<file path="src/rtl/ftdi_sync_rx.sv">
// FT232H 245-sync-FIFO receive engine: drains host bytes via OE#/RD# into a
// first-word-fall-through FIFO presented as a valid/ready byte stream.
module ftdi_sync_rx #(
    parameter int unsigned DEPTH = 16
) (
    input  logic       ftdiclk,
    input  logic       reset,
    input  logic       ftdi_rxf_n,
    input  logic [7:0] ftdi_data_in,
    output logic       ftdi_oe_n,
    output logic       ftdi_rd_n,
    input  logic       rx_inhibit,
    output logic       bus_busy,
    output logic [7:0] m_data,
    output logic       m_valid,
    input  logic       m_ready,
    output logic       overflow
);

    localparam int unsigned ADDR_W = $clog2(DEPTH);
    localparam int unsigned CNT_W  = ADDR_W + 1;

    typedef enum logic [1:0] {
        IDLE = 2'd0,
        TURN = 2'd1,
        READ = 2'd2
    } state_t;

    state_t            state_q;
    logic              oe_n_q;
    logic              rd_n_q;
    logic              busy_q;
    logic              ovf_q;
    logic [7:0]        mem_q [DEPTH];
    logic [ADDR_W-1:0] wr_ptr_q;
    logic [ADDR_W-1:0] wr_ptr_d;
    logic [ADDR_W-1:0] rd_ptr_q;
    logic [ADDR_W-1:0] rd_ptr_d;
    logic [CNT_W-1:0]  count_q;
    logic [CNT_W-1:0]  count_d;
    logic              room;
    logic              full;
    logic              push;
    logic              pop;
    logic              wr_en;

    // Two slots of headroom cover the byte still on the bus when RD# is released.
    assign room  = count_q < CNT_W'(DEPTH - 2);
    assign full  = count_q == CNT_W'(DEPTH);
    assign push  = ~rd_n_q & ~ftdi_rxf_n;
    assign pop   = (count_q != '0) & m_ready;
    assign wr_en = push & ~full;

    assign ftdi_oe_n = oe_n_q;
    assign ftdi_rd_n = rd_n_q;
    assign bus_busy  = busy_q;
    assign overflow  = ovf_q;
    assign m_valid   = count_q != '0;
    assign m_data    = mem_q[rd_ptr_q];

    always_comb begin
        wr_ptr_d = wr_ptr_q + ADDR_W'(wr_en);
        rd_ptr_d = rd_ptr_q + ADDR_W'(pop);
        count_d  = count_q + CNT_W'(wr_en) - CNT_W'(pop);
    end

    // Bus handshake: IDLE -> TURN (OE# low) -> READ (RD# low) -> back to IDLE.
    always_ff @(posedge ftdiclk) begin
        if (reset) begin
            state_q <= IDLE;
            oe_n_q  <= 1'b1;
            rd_n_q  <= 1'b1;
            busy_q  <= 1'b0;
        end else begin
            case (state_q)
                IDLE: begin
                    if (~ftdi_rxf_n && room && ~rx_inhibit) begin
                        state_q <= TURN;
                        oe_n_q  <= 1'b0;
                        busy_q  <= 1'b1;
                    end
                end
                TURN: begin
                    if (ftdi_rxf_n || rx_inhibit) begin
                        state_q <= IDLE;
                        oe_n_q  <= 1'b1;
                        busy_q  <= 1'b0;
                    end else begin
                        state_q <= READ;
                        rd_n_q  <= 1'b0;
                    end
                end
                READ: begin
                    if (ftdi_rxf_n || !room || rx_inhibit) begin
                        state_q <= IDLE;
                        oe_n_q  <= 1'b1;
                        rd_n_q  <= 1'b1;
                        busy_q  <= 1'b0;
                    end
                end
                default: begin
                    state_q <= IDLE;
                    oe_n_q  <= 1'b1;
                    rd_n_q  <= 1'b1;
                    busy_q  <= 1'b0;
                end
            endcase
        end
    end

    always_ff @(posedge ftdiclk) begin
        if (reset) begin
            wr_ptr_q <= '0;
            rd_ptr_q <= '0;
            count_q  <= '0;
            ovf_q    <= 1'b0;
        end else begin
            wr_ptr_q <= wr_ptr_d;
            rd_ptr_q <= rd_ptr_d;
            count_q  <= count_d;
            if (push && full) begin
                ovf_q <= 1'b1;
            end
        end
    end

    // Storage carries no reset; the flushed pointers make stale contents invisible.
    always_ff @(posedge ftdiclk) begin
        if (wr_en && !reset) begin
            mem_q[wr_ptr_q] <= ftdi_data_in;
        end
    end

endmodule

</file>
<file path="config.mk">
export PLATFORM = sky130hd
export DESIGN_NAME = ftdi_sync_rx
export DESIGN_NICKNAME = d
export VERILOG_FILES = /design/src/rtl/ftdi_sync_rx.sv
export SDC_FILE = /design/constraint.sdc
export NUM_CORES = 1
export LEC_CHECK = 0
export ABC_AREA = 1
export CAP_MARGIN = 0
export CORE_ASPECT_RATIO = 1.1
export CORE_MARGIN = 8
export CORE_UTILIZATION = 55
export CTS_BUF_LIST = sky130_fd_sc_hd__clkbuf_8
export DETAILED_ROUTE_END_ITERATION = 10
export HOLD_SLACK_MARGIN = 0.15
export PLACE_DENSITY = 0.78
export REMOVE_ABC_BUFFERS = 1
export SETUP_SLACK_MARGIN = 0.4
export SYNTH_ARGS = -nofsm -noshare
export SYNTH_HDL_FRONTEND = slang
export SYNTH_SLANG_ARGS = --single-unit
</file>
<file path="constraint.sdc">
create_clock -name ftdiclk -period 2.2 [get_ports ftdiclk]
set_input_delay 0.55 -clock ftdiclk [delete_from_list [all_inputs] [get_ports ftdiclk]]
set_output_delay 0.55 -clock ftdiclk [all_outputs]
set_load 0.005 [all_outputs]
</file>
==> metrics, run 1 <==
Req. time, crit path=1.65 ns; element type at the critical path end=output port; post-synthesis register bit count=147; Via Count=5,302; Max H-tree Level=4; violated checks=negative setup slack; Setup Crit Path Kind=flop to output port; Final Slew Violations=0; grt met3 use=6.18%; via/cell ratio=5.71; die height=130 µm; Die Area=15,600 µm²; post-synth top area cell=edfxtp_1; Top Usage Layer GRT=met2; max_slew headroom=50.8%; Total GRT Usage=23.3%; depth of the worst register-to-register path=19; synthesized netlist cell count=670; Yosys Warn Count=0; Placement Rows=41; status=finished with violations; fin nets=791; initial antenna violation count=0; first-pass GRT wire length=27,700 µm; Pre-antenna DRT Iters=6; Starting Density=56.7%; total wire length=19,600 µm; CTS tree=built; end of the worst register-to-register path=count_q[4]$_SDFF_PP0_; WL per Instance=21.2 µm; peak supply drop=778 µV; placed cells=866; Fin. Hold Viols=0; Syn Std Cell Area=6540 µm²; fill count=646; actual slew at the worst max-slew pin=0.735 ns; maximum number of pins on one net before global-route repair=19; core area=11,500 µm²; Worst Min Path Start=ftdi_rd_n$_SDFFE_PP1P_; layout cells sized above 1=32.0%; Fmax achieved=410 MHz; sequential area share after synthesis=64.6%; starting DRC count in detailed routing=671; Worst Hold Class=flop to flop; crit-path cells=buf_8, buf_12, buf_16, nand2_2, nand3_2, nand3_2, nand3_2, nand2_1, buf_2; global-route congestion overflow total=0; Synth top area share=58.8%; layout overhead on the synthesized area=35.5%; Non-Filler Instances=928; met2 Usage GRT=41.0%; HPWL after DPL=9740 µm; reg2reg start=count_q[2]$_SDFF_PP0_; Antenna Nets Post-Route=0; PwrDens=1000 nW/µm²; critical path's slowest cell=dfxtp_4; r2r setup slk=-0.14 ns; Static Leak=3.81 nW; vias in the first global route=5,477; area of the multi-input gates=2340 µm²; DRC viols=0; crit path from=rd_ptr_q[0]$_SDFF_PP0_; Max stage delay on crit path=0.39 ns; Final Setup Violations=63; Max Fanout on Critical Path=8; worst endpoint data arrival time=1.89 ns; Sequential Area=4230 µm²; Ports=26; setup ws final=-0.241 ns; hold_buf cts=0; Setup crit start kind=flop; period utilization=111%; unique cell type count in the Yosys netlist=20; n_diodes=0; Clock Path Buffers=2; Setup crit end=m_data[5]; Most common cell on crit path=nand3_2; die width=120 µm; CTS clk-pin slew, worst paths=0.08 ns; Mean Syn Cell Area=9.76 µm²; fin crit period=2.44 ns; clock latency on the worst-skew pair=0.46 ns; Clock Sinks=147; TritonCTS buffer count=17; total power=8.89 mW; gpl congestion=0.845; top cells by area, synth=edfxtp_1 (59%), nand2_1 (11%), nand3_1 (7.7%); clk root buf=clkbuf_8; RSZ-0062 raised after global routing=yes; clock skew=0.0156 ns; met1 Use GR=23.7%; number of port buffers=25; total of max-cap violations=0
## synthesized netlist by cell type
master / number
edfxtp_1: 128
nand3b_1: 1
clkinv_1: 1
a31oi_1: 1
buf_4: 5
buf_6: 5
a21oi_1: 8
inv_1: 127
fa_1: 1
dfxtp_1: 19
buf_2: 14
o21ai_0: 2
nor2_1: 42
nand3_1: 101
inv_2: 2
clkbuf_1: 1
nand2_1: 197
xnor2_1: 2
nand4_1: 1
ha_1: 12
## state kept, by name, indices dropped and copies added, names as in the netlist
register and cells:
bus_busy 1, mem_q 128, overflow 1, wr_ptr_q 4, count_q 5, ftdi_oe_n 1, ftdi_rd_n 1, state_q 2
rd_ptr_q 4
## cells by family (layout without fill, tap and decap cells)
logic type	Yosys count	in the layout	share of synthesized area (%)
and+or+nand+nor	342	342	21.7
buffers and inverters	155	263	10.0
DFF	147	147	64.6
adders and majority gates	13	13	2.60
AOI/OAI and AO/OA	11	11	0.861
xor gates and xnor gates	2	2	0.268
## worst max-delay path, delay by kind of cell, from the launching register on
family / cells / cell delay [ns]
buffers and inverters: 4 / 0.55
AND/OR/NAND/NOR: 5 / 0.50
flip-flops: 1 / 0.39
## metrics by stage
stage / area, µm² / util (%) / setup TNS [ns] / setup slack (ns) / hold WS [ns]
3_3_place_gp: 7230 / 62.7 / -11.76 / -0.352 / 0.459
2_1_floorplan: 6370 / - / -6.85 / -0.857 / 0.455
3_5_place_dp: 7230 / 62.7 / -21.74 / -0.454 / 0.480
5_1_grt: 8860 / 76.8 / -9.18 / -0.294 / 0.524
6_report: 8860 / 76.8 / -2.83 / -0.241 / 0.486
4_1_cts: 8450 / 73.2 / -0.825 / -0.122 / 0.485
## final cells by class
cell class / count / share of cell area (%)
clock buffers: 18 / 2.80
clock inverters: 14 / 2.09
inverters: 130 / 5.63
multi-input cells: 368 / 26.4
flip-flops and latches: 147 / 47.8
well taps: 150 / 2.12
repair buffers: 101 / 13.2
## timing repair
action,CTS,global route
cloned,6,0
pin swaps,43,46
setup endpoints to repair,146,147
resized for setup,176,93
buffers inserted,16,8
## routing by layer
layer	routed length, µm	part of all wire (%)
met1	6680	34
met4	1190	6.1
met2	10200	52
met3	1550	7.9
met5	0	0
## cells in the final DEF (no fill, tap or decap), types with 3 or more instances in the layout
master	count
nand2_1	155
inv_1	119
nor2_4	18
dlygate4sd2_1	4
buf_16	6
nand3_2	40
buf_8	6
buf_12	8
buf_2	5
inv_2	9
nand3_1	59
nand2_4	11
edfxtp_1	128
ha_1	4
bufinv_16	4
dfxtp_2	3
clkbuf_8	18
buf_4	27
buf_6	33
inv_4	4
clkdlybuf4s50_1	12
dfxtp_1	15
nand2_8	3
nor2_1	22
nand2_2	28
a21oi_1	5
ha_4	6
## how the worst min path moves through the flow
stage                             end  slack [ns]  cells past startpoint
2_1_floorplan  ftdi_rd_n$_SDFFE_PP1P_        0.46                      2
3_3_place_gp    overflow$_SDFFE_PP0P_        0.46                      2
3_5_place_dp    overflow$_SDFFE_PP0P_        0.48                      2
4_1_cts        ftdi_rd_n$_SDFFE_PP1P_        0.49                      2
5_1_grt        ftdi_rd_n$_SDFFE_PP1P_        0.52                      2
6_report       ftdi_rd_n$_SDFFE_PP1P_        0.49                      2
## where the power goes
part / internal [mW] / switching, mW
logic: 1.54 / 1.86
clock network: 1.26 / 1.06
registers: 3.10 / 0.0725
total: 5.90 / 2.99
Note: power is estimated with default switching activity, not from simulation.
==> inputs of run 2 (changes only) <==
- CORE_MARGIN: 8 -> 10
==> run 2 against run 1 <==
  * The run still ends with negative setup slack left
  * Wire length is 2.8% lower
  * Design area decreased by 0.88%
  * Global-route usage is 1.5 points lower
  * Critical path type unchanged
==> metrics, run 2 (synthesis results as in run 1) <==
number of port buffers=25; most flop-heavy register=mem_q; clk root buf=clkbuf_8; clock skew=0.0127 ns; Req. time, crit path=1.65 ns; gpl congestion=0.878; largest registers=mem_q x128, count_q x5; actual slew at the worst max-slew pin=0.721 ns; via/cell ratio=5.69; Max H-tree Level=4; starting DRC count in detailed routing=566; Fmax achieved=408 MHz; end of the worst register-to-register path=count_q[4]$_SDFF_PP0_; Final Slew Violations=0; global-route congestion overflow total=0; Sw Pwr=2.85 mW; Seq pwr share=35.4%; Worst Hold Class=flop to flop; worst endpoint data arrival time=1.90 ns; die height=134 µm; period utilization=112%; r2r setup slk=-0.13 ns; Non-Filler Instances=924; Clock Sinks=147; Final Setup Violations=9; hold_buf cts=0; PwrDens=1020 nW/µm²; Gate power share=35.4%; max_slew headroom=51.8%; Placement Rows=41; Fin. Hold Viols=0; commonest non-fill, non-tap cells in the layout=nand2_1 (179), edfxtp_1 (128), inv_1 (121); layout cells sized above 1=27.9%; clock share of power=29.3%; element type at the critical path end=output port; Sw Ratio=31.8%; RSZ-0062 raised after global routing=yes; fin crit period=2.45 ns; HPWL after DPL=9470 µm; total of max-cap violations=0; peak supply drop=811 µV; CTS clk-pin slew, worst paths=0.08 ns; placed cells=866; Max Fanout on Critical Path=16; status=finished with violations; reg2reg start=count_q[2]$_SDFF_PP0_; Clock Path Buffers=2; Largest register FFs=128; post-layout util=76.1%; CTS tree=built; WL per Instance=20.7 µm; fin nets=787; setup ws final=-0.254 ns; total wire length=19,100 µm; depth of the worst register-to-register path=19; vias in the first global route=5,165; maximum number of pins on one net before global-route repair=22; Ports=26; Setup crit start kind=flop; n_diodes=0; Die Area=16,700 µm²; violated checks=negative setup slack; Pint=6.12 mW; Antenna Nets Post-Route=0; die width=124 µm; Static Leak=3.76 nW; Starting Density=56.7%; Setup Crit Path Kind=flop to output port; DRC viols=0; Setup crit end=m_data[2]; first-pass GRT wire length=27,200 µm; crit path from=rd_ptr_q[0]$_SDFF_PP0_; initial antenna violation count=0; clock latency on the worst-skew pair=0.46 ns; layout overhead on the synthesized area=34.3%; core area=11,500 µm²; Via Count=5,254; Total GRT Usage=21.8%; TritonCTS buffer count=17; Pre-antenna DRT Iters=7; most common cell after layout, fill and taps aside=nand2_1
## run 2: metrics by stage
stage	hold slack, ns	TNS [ns]	instance area (µm²)	total power, mW	setup WS, ns
after global routing	0.521	-3.21	8780	9.28	-0.300
final	0.504	-1.66	8780	8.97	-0.254
after CTS	0.496	-0.958	8540	8.54	-0.142
after floorplan	0.455	-6.85	6370	4.30	-0.857
after global placement	0.460	-13.92	7210	5.14	-0.360
after detailed placement	0.484	-22.69	7210	5.20	-0.425
## run 2: critical path: stages (launching register included)
cell and delay (ns):
dfxtp_4 0.39, buf_12 0.15, inv_16 0.10, buf_16 0.15
nand2_1 0.07, nand3_1 0.12, nand3_1 0.14, nand3_2 0.10
nand2_2 0.09, buf_6 0.12
## run 2: what timing repair did
item | CTS | global route
setup endpoints to repair | 146 | 146
buffers inserted | 15 | 5
resized for setup | 182 | 48
pin swaps | 37 | 20
cloned | 6 | 0
## run 2: how the worst min path moves through the flow
stage	from	to	slack [ns]	depth (start not counted)
2_1_floorplan	ftdi_rd_n$_SDFFE_PP1P_	ftdi_rd_n$_SDFFE_PP1P_	0.46	2
3_3_place_gp	ftdi_rd_n$_SDFFE_PP1P_	ftdi_rd_n$_SDFFE_PP1P_	0.46	2
3_5_place_dp	ftdi_rd_n$_SDFFE_PP1P_	ftdi_rd_n$_SDFFE_PP1P_	0.48	2
4_1_cts	ftdi_rd_n$_SDFFE_PP1P_	ftdi_rd_n$_SDFFE_PP1P_	0.50	2
5_1_grt	ftdi_rd_n$_SDFFE_PP1P_	ftdi_rd_n$_SDFFE_PP1P_	0.52	2
6_report	ftdi_rd_n$_SDFFE_PP1P_	ftdi_rd_n$_SDFFE_PP1P_	0.50	2
## run 2: layout make-up
type | count | area [µm²]
sequential | 147 | 4230
fill | 637 | 2760
multi-input combinational | 368 | 2240
timing repair buffer | 97 | 1120
inverter | 130 | 510
clock inverter | 15 | 262
clock buffer | 17 | 234
tap | 150 | 188
## run 2: power groups by stage
stage	Clock [mW]	Sequential [mW]	Combinational (mW)
floorplan	0	3.31	0.987
global placement	0	3.20	1.94
detailed placement	0	3.20	2.00
CTS	2.61	3.16	2.77
global route	2.75	3.18	3.35
finish	2.62	3.17	3.17
## run 2: routing by layer
layer / routed length, µm / GRT usage (%) / share of wire [%] / vias up
met2: 9900 / 38.2 / 52 / 320
met4: 1110 / 13.3 / 5.8 / 0
li1: - / - / - / 2319
met5: 0 / 0 / 0 / -
met3: 1330 / 4.32 / 6.9 / 90
met1: 6760 / 23.3 / 35 / 2525
